<file path="config.mk">
export PLATFORM = sky130hd
export DESIGN_NAME = mtl_scene_renderer_flat
export DESIGN_NICKNAME = d
export VERILOG_FILES = /design/src/rtl/mtl_pkg.sv /design/src/rtl/mtl_scene_renderer_if.sv /design/src/rtl/mtl_raster_tracker.sv /design/src/rtl/mtl_scene_renderer.sv /design/src/flat_wrapper.sv
export SDC_FILE = /design/constraint.sdc
export NUM_CORES = 1
export LEC_CHECK = 0
export ABC_AREA = 1
export BUFFER_PORTS_ARGS = -buffer_cell sky130_fd_sc_hd__buf_4
export CORE_MARGIN = 10
export CORE_UTILIZATION = 64
export CTS_BUF_LIST = sky130_fd_sc_hd__clkbuf_8
export CTS_CLUSTER_DIAMETER = 120
export DETAILED_ROUTE_END_ITERATION = 8
export PLACE_DENSITY = 0.86
export SKIP_CTS_REPAIR_TIMING = 1
export SYNTH_ARGS = -nofsm -noshare
export SYNTH_HDL_FRONTEND = slang
export SYNTH_SLANG_ARGS = --single-unit
</file>
<file path="constraint.sdc">
create_clock -name iCLK -period 6.89 [get_ports iCLK]
set_input_delay 0.689 -clock iCLK [delete_from_list [all_inputs] [get_ports iCLK]]
set_output_delay 0.689 -clock iCLK [all_outputs]
set_load 0.005 [all_outputs]
</file>
<file path="src/rtl/mtl_pkg.sv">
// Shared definitions for the MTL display path.
// Holds the RGB888 pixel type, the raster timing constants used by the
// controller and the scene renderer, the scene colours, and the state
// type of the renderer's ball shadow register.
package mtl_pkg;

  typedef struct packed {
    logic [7:0] r;
    logic [7:0] g;
    logic [7:0] b;
  } rgb_t;

  localparam int unsigned H_LINE    = 1056;
  localparam int unsigned V_LINE    = 525;
  localparam int unsigned H_OFFSET  = 45;
  localparam int unsigned V_OFFSET  = 23;
  localparam int unsigned H_ACTIVE  = 800;
  localparam int unsigned V_ACTIVE  = 480;
  localparam int unsigned BALL_SIZE = 16;
  localparam int unsigned BORDER_W  = 4;

  localparam rgb_t BG_COLOR         = 24'h006400;
  localparam rgb_t BORDER_COLOR     = 24'h5C3317;
  localparam rgb_t BALL_RESET_COLOR = 24'hFFFFFF;

  // Shadow register for the host-supplied ball state.
  typedef enum logic {
    SH_EMPTY,
    SH_FULL
  } shadow_state_t;

endpackage

</file>
<file path="src/rtl/mtl_scene_renderer_if.sv">
// Host-side ball update channel of the scene renderer.
// Signals:
//   ball_x      ball left column, 0..1023
//   ball_y      ball top row, 0..511
//   ball_color  ball RGB888
//   ball_valid  host offers a new ball state
//   ball_ready  renderer shadow register is free
// The host drives the master modport, the renderer uses the slave modport.
interface mtl_scene_renderer_if ();

  logic [9:0]    ball_x;
  logic [8:0]    ball_y;
  mtl_pkg::rgb_t ball_color;
  logic          ball_valid;
  logic          ball_ready;

  modport master (
    output ball_x, ball_y, ball_color, ball_valid,
    input  ball_ready
  );

  modport slave (
    input  ball_x, ball_y, ball_color, ball_valid,
    output ball_ready
  );

endinterface

</file>
<file path="src/rtl/mtl_raster_tracker.sv">
// Raster position tracker for the scene renderer.
// Mirrors the display controller's x_cnt/y_cnt and exposes the position
// the controller will be at in the next cycle (lookahead), so that a
// registered colour stage lines up with the controller.
// Ports:
//   clk, rst_n    pixel clock, asynchronous active-low reset
//   new_frame     controller frame-start pulse (x_cnt==0 && y_cnt==0)
//   synced        tracking locked (set by first new_frame)
//   synced_next   lock state as of the next cycle
//   active_next   lookahead position lies in the active picture
//   px_next       lookahead column within the active picture
//   py_next       lookahead row within the active picture
module mtl_raster_tracker
  import mtl_pkg::*;
#(
  parameter int unsigned H_LINE   = mtl_pkg::H_LINE,
  parameter int unsigned V_LINE   = mtl_pkg::V_LINE,
  parameter int unsigned H_OFFSET = mtl_pkg::H_OFFSET,
  parameter int unsigned V_OFFSET = mtl_pkg::V_OFFSET,
  parameter int unsigned H_ACTIVE = mtl_pkg::H_ACTIVE,
  parameter int unsigned V_ACTIVE = mtl_pkg::V_ACTIVE
) (
  input  logic       clk,
  input  logic       rst_n,
  input  logic       new_frame,
  output logic       synced,
  output logic       synced_next,
  output logic       active_next,
  output logic [9:0] px_next,
  output logic [8:0] py_next
);

  logic [10:0] hc, hc_next;
  logic [9:0]  vc, vc_next;

  always_comb begin
    hc_next = hc + 11'd1;
    vc_next = vc;
    if (new_frame) begin
      // The pulse marks position (0,0) this cycle, so next is (1,0).
      hc_next = 11'd1;
      vc_next = '0;
    end else if (hc == 11'(H_LINE - 1)) begin
      hc_next = '0;
      vc_next = (vc == 10'(V_LINE - 1)) ? '0 : vc + 10'd1;
    end
  end

  always_ff @(posedge clk or negedge rst_n) begin
    if (!rst_n) begin
      hc     <= '0;
      vc     <= '0;
      synced <= 1'b0;
    end else begin
      hc <= hc_next;
      vc <= vc_next;
      if (new_frame) synced <= 1'b1;
    end
  end

  assign synced_next = synced | new_frame;

  assign active_next = (hc_next >= 11'(H_OFFSET)) && (hc_next < 11'(H_OFFSET + H_ACTIVE))
                    && (vc_next >= 10'(V_OFFSET)) && (vc_next < 10'(V_OFFSET + V_ACTIVE));

  // Only meaningful while active_next is set.
  assign px_next = 10'(hc_next - 11'(H_OFFSET));
  assign py_next = 9'(vc_next - 10'(V_OFFSET));

endmodule

</file>
<file path="src/rtl/mtl_scene_renderer.sv">
// Scene renderer: pixel source for the MTL display controller's iColorData.
// Paints a background and one square ball; the ball state arrives from the
// host over a valid/ready channel into a shadow register and is committed
// to the active register only at frame end, so a frame never tears.
// Ports:
//   iCLK, iRST_n  pixel clock, asynchronous active-low reset
//   iNewFrame     controller oNewFrame
//   iEndFrame     controller oEndFrame
//   ball          host ball channel (ball_x/y/color/valid in, ball_ready out)
//   oColorData    registered RGB888 to controller iColorData
//   oSynced       raster tracking locked
// Build option: define MTL_SCENE_BORDER_EN to paint a 4-pixel cushion
// border around the active picture; otherwise no border logic exists.
module mtl_scene_renderer
  import mtl_pkg::*;
#(
  parameter int unsigned H_LINE    = mtl_pkg::H_LINE,
  parameter int unsigned V_LINE    = mtl_pkg::V_LINE,
  parameter int unsigned H_OFFSET  = mtl_pkg::H_OFFSET,
  parameter int unsigned V_OFFSET  = mtl_pkg::V_OFFSET,
  parameter int unsigned H_ACTIVE  = mtl_pkg::H_ACTIVE,
  parameter int unsigned V_ACTIVE  = mtl_pkg::V_ACTIVE,
  parameter int unsigned BALL_SIZE = mtl_pkg::BALL_SIZE
) (
  input  logic                        iCLK,
  input  logic                        iRST_n,
  input  logic                        iNewFrame,
  input  logic                        iEndFrame,
  mtl_scene_renderer_if.slave         ball,
  output logic [23:0]                 oColorData,
  output logic                        oSynced
);

  logic       synced_next;
  logic       active_next;
  logic [9:0] px_next;
  logic [8:0] py_next;

  mtl_raster_tracker #(
    .H_LINE   (H_LINE),
    .V_LINE   (V_LINE),
    .H_OFFSET (H_OFFSET),
    .V_OFFSET (V_OFFSET),
    .H_ACTIVE (H_ACTIVE),
    .V_ACTIVE (V_ACTIVE)
  ) u_tracker (
    .clk         (iCLK),
    .rst_n       (iRST_n),
    .new_frame   (iNewFrame),
    .synced      (oSynced),
    .synced_next (synced_next),
    .active_next (active_next),
    .px_next     (px_next),
    .py_next     (py_next)
  );

  shadow_state_t sh_state, sh_state_next;
  logic          capture, commit;

  logic [9:0] sh_x, act_x;
  logic [8:0] sh_y, act_y;
  rgb_t       sh_color, act_color;

  // A capture can only happen while empty and a commit only while full,
  // so a capture on the iEndFrame cycle naturally waits for the next one.
  always_comb begin
    sh_state_next = sh_state;
    capture       = 1'b0;
    commit        = 1'b0;
    case (sh_state)
      SH_EMPTY: begin
        if (ball.ball_valid) begin
          capture       = 1'b1;
          sh_state_next = SH_FULL;
        end
      end
      SH_FULL: begin
        if (iEndFrame) begin
          commit        = 1'b1;
          sh_state_next = SH_EMPTY;
        end
      end
      default: sh_state_next = SH_EMPTY;
    endcase
  end

  assign ball.ball_ready = (sh_state == SH_EMPTY);

  // Hit test in 11 bits so X+BALL_SIZE never wraps past 1023.
  logic [10:0] px_w, py_w, ball_x_w, ball_y_w;
  logic        ball_hit;
  rgb_t        pixel;

  assign px_w     = {1'b0, px_next};
  assign py_w     = {2'b0, py_next};
  assign ball_x_w = {1'b0, act_x};
  assign ball_y_w = {2'b0, act_y};
  assign ball_hit = (px_w >= ball_x_w) && (px_w < ball_x_w + 11'(BALL_SIZE))
                 && (py_w >= ball_y_w) && (py_w < ball_y_w + 11'(BALL_SIZE));

`ifdef MTL_SCENE_BORDER_EN
  logic border_hit;
  assign border_hit = (px_next < 10'(BORDER_W)) || (px_next >= 10'(H_ACTIVE - BORDER_W))
                   || (py_next < 9'(BORDER_W))  || (py_next >= 9'(V_ACTIVE - BORDER_W));
`endif

  always_comb begin
    pixel = '0;
    if (active_next) begin
      if (ball_hit) begin
        pixel = act_color;
`ifdef MTL_SCENE_BORDER_EN
      end else if (border_hit) begin
        pixel = BORDER_COLOR;
`endif
      end else begin
        pixel = BG_COLOR;
      end
    end
  end

  always_ff @(posedge iCLK or negedge iRST_n) begin
    if (!iRST_n) begin
      sh_state   <= SH_EMPTY;
      sh_x       <= '0;
      sh_y       <= '0;
      sh_color   <= '0;
      act_x      <= '0;
      act_y      <= '0;
      act_color  <= BALL_RESET_COLOR;
      oColorData <= '0;
    end else begin
      sh_state <= sh_state_next;
      if (capture) begin
        sh_x     <= ball.ball_x;
        sh_y     <= ball.ball_y;
        sh_color <= ball.ball_color;
      end
      if (commit) begin
        act_x     <= sh_x;
        act_y     <= sh_y;
        act_color <= sh_color;
      end
      oColorData <= synced_next ? pixel : '0;
    end
  end

endmodule

</file>
<file path="src/flat_wrapper.sv">
// flat-port wrapper written by rule: the top's interface ports become plain ports
module mtl_scene_renderer_flat import mtl_pkg::*;
#(
  parameter int unsigned H_LINE    = mtl_pkg::H_LINE,
  parameter int unsigned V_LINE    = mtl_pkg::V_LINE,
  parameter int unsigned H_OFFSET  = mtl_pkg::H_OFFSET,
  parameter int unsigned V_OFFSET  = mtl_pkg::V_OFFSET,
  parameter int unsigned H_ACTIVE  = mtl_pkg::H_ACTIVE,
  parameter int unsigned V_ACTIVE  = mtl_pkg::V_ACTIVE,
  parameter int unsigned BALL_SIZE = mtl_pkg::BALL_SIZE
)
  (iCLK, iRST_n, iNewFrame, iEndFrame, oColorData, oSynced, ball_ball_x, ball_ball_y, ball_ball_color, ball_ball_valid, ball_ball_ready);
  mtl_scene_renderer_if ball_i ();
  input  logic iCLK;
  input  logic iRST_n;
  input  logic iNewFrame;
  input  logic iEndFrame;
  output logic [23:0] oColorData;
  output logic oSynced;
  input wire logic [$bits(ball_i.ball_x)-1:0] ball_ball_x;
  input wire logic [$bits(ball_i.ball_y)-1:0] ball_ball_y;
  input wire logic [$bits(ball_i.ball_color)-1:0] ball_ball_color;
  input wire logic [$bits(ball_i.ball_valid)-1:0] ball_ball_valid;
  output wire logic [$bits(ball_i.ball_ready)-1:0] ball_ball_ready;
  assign ball_i.ball_x = ball_ball_x;
  assign ball_i.ball_y = ball_ball_y;
  assign ball_i.ball_color = ball_ball_color;
  assign ball_i.ball_valid = ball_ball_valid;
  assign ball_ball_ready = ball_i.ball_ready;
  mtl_scene_renderer #(.H_LINE(H_LINE), .V_LINE(V_LINE), .H_OFFSET(H_OFFSET), .V_OFFSET(V_OFFSET), .H_ACTIVE(H_ACTIVE), .V_ACTIVE(V_ACTIVE), .BALL_SIZE(BALL_SIZE)) u_core (.iCLK(iCLK), .iRST_n(iRST_n), .iNewFrame(iNewFrame), .iEndFrame(iEndFrame), .ball(ball_i), .oColorData(oColorData), .oSynced(oSynced));
endmodule
</file>
# Yosys cells after proc, flatten, opt, wreduce, memory -nomap -nowiden
# Cells that the tools add are included.
totals:
  output_inout_bits: 26
  wordCells: 53
  input_bits: 48
  register_bits: 133
classes:
  n_eq_ne: 2
  add_sub_neg: 6
  n_mux: 14
  n_bitwise: 2
  n_reduce_logical: 6
  order_cmp: 8
ops:
  columns: ["cell", "count"]
  rows:
  - ["two-way mux 24 bit", 3]
  - ["two-way mux 10 bit", 3]
  - ["two-way mux 11 bit", 2]
  - ["adder 10 x 5 -> 11 bit, second input constant", 1]
  - ["adder 11 x 1 -> 11 bit, second input constant", 1]
  - ["equality test 11 bit, second input constant", 1]
  - ["greater-or-equal comparator 11 x 6 -> 1 bit, second input constant", 1]
  - ["less-than comparator 10 x 11 -> 1 bit", 1]
  - ["less-than comparator 11 x 10 -> 1 bit, second input constant", 1]
  - ["less-than comparator 9 x 11 -> 1 bit", 1]
  - ["adder 10 x 1 -> 10 bit, second input constant", 1]
  - ["adder 9 x 5 -> 10 bit, second input constant", 1]
  - ["equality test 10 bit, second input constant", 1]
  - ["greater-or-equal comparator 10 bit", 1]
  - ["greater-or-equal comparator 10 x 5 -> 1 bit, second input constant", 1]
  - ["less-than comparator 10 x 9 -> 1 bit, second input constant", 1]
  - ["subtractor 10 x 6 -> 10 bit, second input constant", 1]
  - ["greater-or-equal comparator 9 bit", 1]
  - ["subtractor 9 x 5 -> 9 bit, second input constant", 1]
  - ["logical AND 1 bit", 6]
  - ["two-way mux 1 bit", 5]
  - ["one-hot mux 1 bit (2 select lines)", 1]
  - ["inverter 1 bit", 1]
  - ["OR 1 bit", 1]

# Longest topological paths before layout
# Gate-level depths: netlist of the first run.
depth:
  ltp_word: 11
  depth_mapped: 24
  depth_no_buf: 24

# Hierarchy
# A second synthesis of the first run with hierarchy kept.
hier_totals:
  cells_unflattened: 830
  hier_area_um2: 7111.8
by_module_without_submodules:
  columns: ["module", "area_per_inst_um2", "seq_area_each_um2", "n_inst", "cells_each"]
  rows:
  - ["mtl_scene_renderer", 5093.6, 2807.7, 1, 523]
  - ["mtl_raster_tracker", 2018.2, 550.5, 1, 307]

# Least setup slack after synthesis of the first run
# OpenSTA, ideal clock, no wires.
synth_timing:
  path_type: "register to register"
  start: "reg u_core.u_tracker.hc[0]"
  end: "reg u_core.oColorData[11]"
  path_buffers: 1
  setup_slack_ns: 3.293
  arrival_ns: 3.517
  stages_incl_launch_ff: 24
  setup_time_ns: 0.080
  required_ns: 6.810
  synth_period_minus_slack_ns: 3.597
  path_cell_list: "dfrtp_1 ha_1 nand2_2 nor2_4 nand3_4 nand2_2 nand2_4 o21ai_0 a21oi_1 ha_1 nand3_1 nand2_1 nor2_1 xor2_1 ha_1 nand2_1 nor2_1 nand3b_1 nand4_1 nand2_1 inv_1 clkbuf_1 nand4_1 nor3_2"
synth_via:
  elab_cells_between_ends: 25
  classes_between: "add/sub (3); order compare (8); eq/ne (1); mux (7); reduce/logical (6)"
synth_lines:
  columns: ["element", "line_no", "text"]
  rows:
  - ["start: declaration", "mtl_raster_tracker.sv:33", "logic [10:0] hc, hc_next;"]
  - ["start signal: assignment", "mtl_raster_tracker.sv:55", "hc <= hc_next;"]
  - ["equality test 11 bit (*)", "mtl_raster_tracker.sv:43", "end else if (hc == 11'(H_LINE - 1)) begin"]
  - ["two-way mux 10 bit (*)", "mtl_raster_tracker.sv:43", null]
  - ["two-way mux 10 bit (*)", "mtl_raster_tracker.sv:39", "if (new_frame) begin"]
  - ["net u_core.u_tracker.vc_next[0]", "mtl_raster_tracker.sv:34", "logic [9:0] vc, vc_next;"]
  - ["subtractor 9 x 5 -> 9 bit", "mtl_raster_tracker.sv:68", "assign py_next = 9'(vc_next - 10'(V_OFFSET));"]
  - ["greater-or-equal comparator 9 bit", "mtl_scene_renderer.sv:99", "&& (py_w >= ball_y_w) && (py_w < ball_y_w + 11'(BALL_SIZE));"]
  - ["logical AND 1 bit (2 in series)", "mtl_scene_renderer.sv:99", null]
  - ["two-way mux 24 bit", "mtl_scene_renderer.sv:110", "if (ball_hit) begin"]
  - ["two-way mux 24 bit (*)", "mtl_scene_renderer.sv:109", "if (active_next) begin"]
  - ["two-way mux 24 bit (*)", "mtl_scene_renderer.sv:144", "oColorData <= synced_next ? pixel : '0;"]
  - ["end signal: assignment", "mtl_scene_renderer.sv:144", null]
  - ["end: declaration", "mtl_scene_renderer.sv:30", "output logic [23:0] oColorData,"]
# Mark *: on every way through the listed nets, which the timed path passes. The rest lies on a longest branch.
# A chain may end at the register's enable or synchronous reset.

# Final worst setup path of the first run
layout_timing:
  start: "reg u_core.u_tracker.hc[0]"
  end: "reg u_core.oColorData[23]"
# Same word-level chain as after synthesis.

==> key figures, run 1 <==
Finish
  • N_diodes: 0
  • Layout Cells excl Fill: approximately 1000
  • Nets: approximately 960
  • FF+latch area: ~3400 um^2
  • Fillcell total: around 760
  • Share of cells above drive strength 1: approximately a quarter
  • Area grow syn2layout: 13.8%
  • Area of the multi-input gates: 3350 um^2
  • Post-route cell area: 8240 um^2

Yosys
  • Seq/Total Area, Yosys: between 40% and 50%
  • Mean Syn Cell Area: slightly below 9 um^2
  • Post-synth cell types: 40
  • Dominant cells by area after synthesis: dfrtp_1 38%, dfstp_2 8.7%, nand2_1 7.0%
  • Synth Instances: roughly 810
  • Mapped Area: slightly above 7000 um^2
  • Synth Warn #: 0
  • Yosys top cell area share: between 30% and 40%
  • FF+latch count, synth: ~130
  • Syn Nets: a little under 900
  • Synth area leader: dfrtp_1

Critical path
  • Critical path endpoint category: flop
  • Crit Reg-Reg Startpoint: u_core.u_tracker.hc[0]
  • WP data arrival: around 5.0 ns
  • Crit start category: flop
  • Critical Path, Cell by Cell: ha_1 > nand2_2 > nor2_1 > nand3_1 > nor2_2 > o21ai_0 > a21oi_1 > ha_1 > nand3_1 > nand2_1 > nor2_1 > xor2_1 > ha_1 > nand2_1 > nor2_1 > nand3b_1 > nand4_1 > nand2_1 > inv_1 > nand4_1 > nor3_1
  • Required @ worst endpoint: 7.23 ns
  • Crit Path Max Fanout: 24
  • Worst path bufs/invs: 1
  • Register-to-register setup slack: around 2.2 ns
  • Largest delay share family, worst path: simple AND/OR/NAND/NOR gates
  • Reg2reg end: u_core.oColorData[23]
  • Crit-path max cell delay: roughly 0.60 ns
  • Reg2reg path depth: 21
  • CP max stage cell: inv_1
  • Worst Setup Path Type: reg2reg

Placement
  • DPL Wire Length: ~13000 um
  • Placed cell areas: slightly below 8000 um^2
  • IO Port Bufs: 73
  • Dpl cells: 998
  • Routability-driven placement congestion ratio: about 0.95

Floorplan
  • Io pins: 74
  • Placement Rows: 38
  • Core area: approximately 11000 um^2
  • Initial Util: 66.2%
  • Full die area: roughly 16000 um^2
  • Chip width: 126 um
  • Die Ht: approximately 130 um

STA
  • Worst Clk Skew: approximately 0.014 ns
  • Setup_tns: 0 ns
  • Slew @ Worst Pin: around 1.2 ns
  • Period utilization: roughly two thirds
  • WHS: 0.319 ns
  • Unrepaired setup endpoints after global routing: false
  • Final setup viols: 0
  • Hold Fails Final Rpt: 0
  • Slew margin rel.: between 20% and 30%
  • Post-layout min period: about 4.7 ns
  • Max-slew violations: 0
  • Peak Freq: roughly 210 MHz

Global route
  • Vias in the first global route: 5775
  • Pin count of the biggest net entering global routing: 77
  • GRT overflow: 0
  • Total GRT Usage: around a fifth
  • Initial antenna violation count: 0
  • First-pass GRT wire length: ~28000 um

Status
  • Status: complete, no violations

Power and ir drop
  • Static leakage: 0.00418 uW
  • P per Cell Area: around 280 nW/um^2
  • Peak supply drop: 0.000305 V

Drt
  • WL final: between 15000 and 20000 um
  • Number of remaining DRC errors: 0
  • Vias per inst: 5.68
  • Post-DRT Antenna Nets: 0
  • Vias: roughly 6000
  • Drt pass-1 iters: 5
  • First DRT Iteration DRCs: ~520
  • Drt wl/cell: about 17 um

Clock tree
  • Root Buffer: clkbuf_8
  • H-tree depth: 4
  • Clk buf depth: 2
  • Worst-path clk slew: 0.07 ns
  • CTS sink cnt: 133
  • CTS tree: built
  • Clock latency on the worst-skew pair: between 0.4 and 0.5 ns
  • TritonCTS Buffers: 17

Hold path
  • HP Class: in2async

Run
  • Max Cap Violations: 0
==> area by class of cell <==
class,instances,area share [%]
repair buffers,76,6.93
multi-input cells,547,40.7
clock inverters,9,0.942
well taps,140,2.13
inverters,102,4.65
flip-flops and latches,133,40.8
clock buffers,23,3.84
==> power by group <==
group          internal [uW]  leakage, uW  switching [uW]
registers                961      0.00160            93.3
logic                    258      0.00237             394
clock network            340     0.000210             288
total                   1560      0.00418             776
==> stage by stage <==
stage | setup WS [ns] | utilization, % | power (uW)
after floorplan | 3.29 | - | 1500
after global placement | 2.38 | 71.7 | 1650
after detailed placement | 2.05 | 71.7 | 1700
after CTS | 2.29 | 75.3 | 2330
after global routing | 1.79 | 75.3 | 2480
final | 2.20 | 75.3 | 2330
==> layer usage <==
metal | track usage, % | vias to the layer above | part of all wire (%) | wire, um
li1 | - | 2794 | - | -
met1 | 28.4 | 2850 | 46 | 7840
met2 | 33.1 | 189 | 47 | 8030
met3 | 5.79 | 22 | 5.5 | 946
met4 | 6.30 | 0 | 1.4 | 242
met5 | 0 | - | 0 | 0
==> synthesized netlist by cell type <==
library cell and instances:
nand3b_1 2, o22ai_1 1, buf_6 2, dfrtp_1 109, inv_1 96, o21bai_2 1, nand2_2 8, o2111ai_1 1
clkinv_1 1, inv_2 5, xor2_1 15, a21o_1 1, buf_1 5, nand2_1 135, dfstp_2 24, buf_2 2
buf_4 2, nand3_4 2, nor3_2 20, o21a_1 3, nand3_2 13, nand4_1 37, nand2_4 1, nor2_4 2
nor2_1 91, a21oi_1 51, xnor2_1 2, o21bai_1 3, ha_1 38, nor3_1 8, buf_8 2, nor2_2 5
o21ai_0 26, clkbuf_1 14, or2_2 2, and2_1 1, mux2_2 37, nand3_1 39, o211ai_1 1, o31ai_1 1
==> cell usage in the layout (no fill, tap or decap), types with 2 or more instances in the layout <==
master,Yosys,layout
nand2_1,135,133
dfrtp_1,109,109
inv_1,96,98
nor2_1,91,91
buf_4,2,76
a21oi_1,51,51
nand3_1,39,39
ha_1,38,38
nand4_1,37,37
mux2_2,37,37
o21ai_0,26,26
dfstp_2,24,24
clkbuf_8,0,23
nor3_2,20,20
xor2_1,15,15
nand3_2,13,13
nand2_2,8,10
nor3_1,8,8
nor2_2,5,5
inv_2,5,5
o21bai_1,3,3
o21a_1,3,3
clkinv_2,0,3
xnor2_1,2,2
nand3b_1,2,2
or2_2,2,2
nand3_4,2,2
nor2_4,2,2
clkinv_4,0,2
==> state kept, by name, summed over array words and instances, names as in the netlist, 9 cells and up <==
register             count
u_core.act_color        24
u_core.act_x            10
u_core.u_tracker.vc     10
u_core.sh_color         24
u_core.u_tracker.hc     11
u_core.sh_x             10
u_core.act_y             9
u_core.oColorData       24
u_core.sh_y              9
==> worst register-to-register path, stage by stage, from the launching register on <==
cell and delay, ns:
dfrtp_1 0.42, ha_1 0.28, nand2_2 0.12, nor2_1 0.21, nand3_1 0.13, nor2_2 0.23, o21ai_0 0.11, a21oi_1 0.41
ha_1 0.28, nand3_1 0.13, nand2_1 0.13, nor2_1 0.06, xor2_1 0.16, ha_1 0.32, nand2_1 0.07, nor2_1 0.14
nand3b_1 0.09, nand4_1 0.13, nand2_1 0.07, inv_1 0.60, nand4_1 0.23, nor3_1 0.27
==> worst max path at each step <==
| stage | startpoint | end | slack, ns | cells past startpoint |
|---|---|---|---|---|
| final | u_core.u_tracker.hc[0] | u_core.oColorData[23] | 2.20 | 21 |
| after global routing | u_core.u_tracker.hc[0] | u_core.oColorData[2] | 1.79 | 21 |
| after CTS | u_core.u_tracker.hc[0] | u_core.oColorData[23] | 2.29 | 21 |
| after detailed placement | iNewFrame | u_core.oColorData[23] | 2.05 | 20 |
| after global placement | iNewFrame | u_core.oColorData[6] | 2.38 | 20 |
| after floorplan | u_core.u_tracker.hc[0] | u_core.oColorData[11] | 3.29 | 23 |
==> kinds of logic after synthesis <==
logic type / Yosys count / share of synthesized area, %
AOI/OAI and AO/OA: 89 / 6.62
xor gates and xnor gates: 17 / 2.06
adders and majority gates: 38 / 6.57
buffers and inverters: 129 / 7.35
DFF: 133 / 46.4
muxes: 37 / 5.76
and+or+nand+nor: 366 / 25.3
Power figures use the tool's default switching activity.
==> run 2: changes to the inputs <==
Settings changed: CORE_UTILIZATION 64 to 61, PLACE_DENSITY 0.86 to 0.82.
Clock period 6.89 ns to 4.77 ns, I/O delays scaled along.
==> key figures, run 2 (synthesis results as in run 1) <==
Power and ir drop
  • Peak supply drop: between 0.0003 and 0.0004 V
  • P per Cell Area: approximately 410 nW/um^2
  • Final Total Pwr: 3390 uW
  • Static leakage: around 0.0042 uW

Drt
  • Post-DRT Antenna Nets: 0
  • Vias per inst: ~5.6
  • Drt pass-1 iters: 5
  • Drt wl/cell: around 16 um
  • First DRT Iteration DRCs: 555
  • Vias: between 5000 and 6000
  • WL final: ~16000 um
  • Number of remaining DRC errors: 0

STA
  • Peak Freq: around 230 MHz
  • Slew @ Worst Pin: 1.16 ns
  • Max-slew violations: 0
  • Unrepaired setup endpoints after global routing: false
  • Setup_tns: 0 ns
  • Post-layout min period: 4.30 ns
  • Period utilization: 90.2%
  • Hold Fails Final Rpt: 1
  • Worst Setup Slack, final: 0.468 ns
  • WHS: -0.00215 ns
  • Slew margin rel.: 22.7%
  • Final setup viols: 0
  • Worst Clk Skew: roughly 0.011 ns

Critical path
  • Crit Path Max Fanout: 24
  • Largest delay share family, worst path: simple AND/OR/NAND/NOR gates
  • Critical Path, Cell by Cell: ha_1 > nand2_2 > nor2_4 > nand3_4 > nand2_2 > nand2_4 > o21ai_0 > a21oi_1 > buf_4 > ha_1 > nand3_1 > nand2_1 > nor2_1 > xor2_1 > ha_1 > a21oi_1 > o21a_1 > nand4_1 > nand2_1 > clkinvlp_4 > nand3_1 > nand2_1 > nor3_2
  • Worst Setup Path Type: reg2reg
  • Worst path bufs/invs: 2
  • Crit start category: flop
  • WP data arrival: between 4 and 5 ns
  • Critical path endpoint category: flop
  • Crit-path max cell delay: slightly above 0.4 ns
  • Required @ worst endpoint: 5.14 ns
  • CP max stage cell: dfrtp_1

Clock tree
  • Clk buf depth: 2
  • CTS tree: built
  • Worst-path clk slew: 0.07 ns
  • H-tree depth: 4
  • Clock latency on the worst-skew pair: ~0.46 ns
  • TritonCTS Buffers: 17
  • CTS sink cnt: 133
  • Root Buffer: clkbuf_8

Floorplan
  • Io pins: 74
  • Chip width: 129 um
  • Die Ht: 129 um
  • Full die area: approximately 17000 um^2
  • Placement Rows: 39
  • Initial Util: between 60 and 70%
  • Core area: 11500 um^2

Finish
  • Nets: between 900 and 1000
  • Share of cells above drive strength 1: 26.2%
  • Post-Route Utilization: a little under three quarters
  • N_diodes: 0
  • Top flop regs: u_core.act_color x24, u_core.oColorData x24, u_core.sh_color x24
  • Area grow syn2layout: 14.2%
  • Most common cell after layout, fill and taps aside: nand2_1
  • Most frequent cells in the layout: 133 x nand2_1, 109 x dfrtp_1, 95 x inv_1, 91 x nor2_1, 79 x buf_4

Placement
  • IO Port Bufs: 73
  • Routability-driven placement congestion ratio: slightly below 1
  • DPL Wire Length: between 10000 and 15000 um
  • Pre-CTS setup slack: just over 0.5 ns

Status
  • Failing checks: negative hold slack
  • Status: finished, violations left

Global route
  • Pin count of the biggest net entering global routing: between 60 and 70
  • Initial antenna violation count: 0
  • Vias in the first global route: 5606
  • Total GRT Usage: 20.3%
  • GR Util met2: roughly a third
  • GR Layer Usage met3: about 5.3%
  • Most Used Layer, Global Route: met2
  • Grt met1 use: a little over a quarter
  • First-pass GRT wire length: around 27000 um
  • GRT overflow: 0

Hold path
  • HP Class: in2async

Run
  • Max Cap Violations: 0
[run 2: cell types whose count changed in the layout (fill, tap and decap cells not counted), moves of 2 or more]
| cell | previous run | this run |
|---|---|---|
| clkinvlp_4 | 1 | 3 |
| clkbuf_8 | 23 | 18 |
| inv_1 | 98 | 95 |
| buf_4 | 76 | 79 |
| inv_6 | 0 | 3 |
[run 2: final timing paths]
kind	slack [ns]	from	end	depth (start not counted)
max in group asynchronous	3.65	iRST_n	u_core.oColorData[11]	2
hold / removal	-0.002	iRST_n	u_core.act_y[0]	1
setup reg to reg	0.47	u_core.u_tracker.hc[0]	u_core.oColorData[10]	23
hold reg to reg	0.49	u_core.act_color[3]	u_core.act_color[3]	2
min in group iCLK	0.22	iEndFrame	u_core.sh_state	2
setup / recovery	0.47	u_core.u_tracker.hc[0]	u_core.oColorData[10]	23
[run 2: metal layers]
| metal | wire length (um) | vias to the layer above | share of wire (%) |
|---|---|---|---|
| met5 | 0 | - | 0 |
| met4 | 180 | 0 | 1.1 |
| met3 | 941 | 18 | 5.7 |
| met2 | 7860 | 175 | 48 |
| met1 | 7510 | 2788 | 46 |
| li1 | - | 2807 | - |
[run 2: per-stage QoR]
stage	hold WS, ns	cell area (um^2)	std cells
2_1_floorplan	0.181	7240	809
5_1_grt	0.0235	8270	1036
4_1_cts	0.00536	8270	1036
6_report	-0.00215	8270	1036
3_3_place_gp	0.479	7870	1004
3_5_place_dp	0.482	7870	1004
[run 2: area by class of cell]
type,count,area [um^2]
flip-flops and latches,133,3360
multi-input cells,547,3350
fillers,870,3250
repair buffers,79,593
inverters,102,387
clock buffers,18,248
well taps,143,179
clock inverters,14,150
[run 2: report_power, final]
group / switching (uW) / internal (uW) / leakage [uW]
Combinational: 553 / 377 / 0.00238
Clock: 460 / 483 / 0.000201
Sequential: 128 / 1390 / 0.00160
Total: 1140 / 2250 / 0.00418
==> run 3: changes to the inputs <==
Settings changed: ABC_AREA 1 to not set.
==> key figures, run 3 <==
Finish
  • Nets: between 700 and 800
  • Layout Cells excl Fill: roughly 840
  • Area grow syn2layout: 17.2%
  • N_diodes: 0
  • Share of cells above drive strength 1: 39.8%
  • Most frequent cells in the layout: 107 x dfrtp_1, 86 x mux2_2, 81 x buf_4, 38 x ha_1, 37 x nand3_1
  • Most common cell after layout, fill and taps aside: dfrtp_1
  • Top flop regs: u_core.act_color x24, u_core.oColorData x24, u_core.sh_color x24

Clock tree
  • H-tree depth: 4
  • Clock latency on the worst-skew pair: 0.45 ns
  • TritonCTS Buffers: 17
  • Root Buffer: clkbuf_8
  • CTS sink cnt: ~130
  • Clk buf depth: 2
  • CTS tree: built
  • Worst-path clk slew: ~0.08 ns

Drt
  • M1 wire length: between 6000 and 7000 um
  • WL final: 15200 um
  • Top Metal Used: met4
  • Drt wl/cell: 18.2 um
  • Vias: just under 5000
  • Vias per inst: approximately 5.8
  • First DRT Iteration DRCs: between 300 and 400
  • Met3 wire length: about 610 um
  • Drt pass-1 iters: 5
  • Routed wl met2: approximately 7800 um
  • Number of remaining DRC errors: 0
  • Post-DRT Antenna Nets: 0

Floorplan
  • Placement Rows: 39
  • Core area: around 11000 um^2
  • Io pins: between 70 and 80
  • Full die area: approximately 16000 um^2
  • Chip width: about 130 um
  • Die Ht: roughly 130 um
  • Initial Util: 62.1%

Global route
  • Pin count of the biggest net entering global routing: 49
  • GRT overflow: 0
  • Initial antenna violation count: 0
  • Vias in the first global route: around 5200
  • Total GRT Usage: around a fifth
  • First-pass GRT wire length: around 25000 um

Yosys
  • Post-synth cell types: 71
  • Synth area leader: dfrtp_1
  • Synth Warn #: 0
  • Top_reg_cell synth: dfrtp_1
  • Post-synth top cells: 109 x dfrtp_1, 86 x mux2_2, 38 x ha_1, 37 x nand3_1, 34 x inv_1
  • Ys async rst share: 100%
  • Count leader, synth: dfrtp_1
  • Post-synth EDFFs: 0
  • Syn Nets: just under 700
  • Seq/Total Area, Yosys: a little under half
  • Mapped Area: around 7000 um^2
  • FF+latch count, synth: about 130
  • Synth Instances: 606
  • Yosys top cell area share: a little under 40%
  • Mean Syn Cell Area: 11.7 um^2
  • Dominant cells by area after synthesis: dfrtp_1 39%, mux2_2 14%, dfstp_2 8.9%

STA
  • WHS: approximately 0.030 ns
  • Hold Fails Final Rpt: 0
  • Period utilization: 93.0%
  • Peak Freq: about 230 MHz
  • Slew margin rel.: between 15 and 20%
  • Worst Clk Skew: 0.00877 ns
  • Final setup viols: 0
  • Slew @ Worst Pin: around 1.2 ns
  • Post-layout min period: between 4 and 5 ns
  • Max-slew violations: 0

Critical path
  • Worst Setup Path Type: reg2reg
  • Required @ worst endpoint: between 5 and 6 ns
  • Critical path endpoint category: flop
  • Crit Reg-Reg Startpoint: u_core.u_tracker.vc[4]
  • CP Launch Point: u_core.u_tracker.vc[4]
  • Crit start category: flop
  • Crit Path Max Fanout: 12
  • WP data arrival: approximately 4.8 ns

Placement
  • IO Port Bufs: 73
  • DPL Wire Length: around 11000 um
  • Dpl cells: around 800
  • Routability-driven placement congestion ratio: roughly 0.89

Status
  • Status: complete, no violations

Power and ir drop
  • Flop pwr share: between 40% and 50%
  • Comb pwr share: ~28%
  • Peak supply drop: 0.000328 V
  • Static leakage: roughly 0.0035 uW
  • P per Cell Area: about 440 nW/um^2
  • Switch share: a little under a third
  • Final Total Pwr: roughly 3700 uW
  • Clock power frac: approximately 28%
  • Net Sw Power: roughly 1100 uW
  • Cell Int Power: between 2000 and 3000 uW

Run
  • Max Cap Violations: 0

Hold path
  • HP Class: in2async
==> run 3: cell types whose count changed after synthesis, sizes merged, moves of 22 or more <==
cell,change
a21oi,-37
inv,-67
mux2,+49
nand2,-122
nand4,-31
nor2,-68
xnor2,+22
==> run 3: cells by family after synthesis <==
logic type                 count (synthesis)  share of synthesized area [%]
and+or+nand+nor                          176                           15.6
DFF                                      133                           47.5
adders and majority gates                 38                           6.73
buffers and inverters                     61                           3.90
xor gates and xnor gates                  32                           4.07
AOI/OAI and AO/OA                         79                           8.27
muxes                                     87                           13.9
==> run 3: area by class of cell <==
| type | count | area, um^2 |
|---|---|---|
| Tap cell | 143 | 179 |
| Timing Repair Buffer | 83 | 653 |
| Clock inverter | 10 | 144 |
| Inverter | 34 | 128 |
| Multi-Input combinational cell | 412 | 3510 |
| Fill cell | 744 | 3090 |
| Clock buffer | 22 | 303 |
| Sequential cell | 133 | 3360 |
==> run 3: path summary, 6_finish.rpt <==
kind                       slack [ns]  depth (start not counted)                      to
max                              0.34                         21   u_core.oColorData[13]
min                              0.03                          1  u_core.u_tracker.hc[1]
max reg2reg                      0.34                         21   u_core.oColorData[13]
min reg2reg                      0.50                          2    u_core.oColorData[2]
max in group asynchronous        3.74                          2  u_core.u_tracker.vc[4]
min in group iCLK                0.21                          2         u_core.sh_state
==> run 3: stage by stage <==
stage	TNS (ns)	instance area, um^2	util (%)	worst slack, ns
floorplan	0	7060	-	0.366
global placement	0	7740	68.1	0.344
detailed placement	0	7740	68.1	0.193
CTS	0	8190	72.0	0.164
global route	-0.0192	8280	72.8	-0.0164
finish	0	8280	72.8	0.335
==> run 3: power groups by stage <==
stage | Combinational, uW | Clock [uW] | Sequential (uW)
finish | 1040 | 1030 | 1600
global route | 1160 | 1090 | 1630
CTS | 1000 | 1050 | 1600
detailed placement | 985 | 0 | 1620
global placement | 931 | 0 | 1600
floorplan | 749 | 0 | 1550
==> run 3: critical path: stages, from the launching register on <==
cell and delay (ns):
dfrtp_2 0.44, or4_4 0.59, o41ai_4 0.33, nor2_1 0.07
a21oi_1 0.12, nor2_1 0.08, ha_1 0.24, a32oi_1 0.25
o211a_4 0.21, nor3_1 0.05, nor2_1 0.13, xor2_1 0.22
ha_1 0.28, a211oi_1 0.23, o21ai_0 0.12, o221ai_1 0.18
a21oi_1 0.10, a211oi_2 0.15, buf_4 0.17, buf_12 0.13
and3b_1 0.18, nor3_2 0.04
==> run 3: metal layers <==
metal	up-vias	global-route usage (%)
li1	2324	-
met1	2445	22.6
met2	104	32.6
met3	23	5.33
met4	0	5.83
met5	-	0
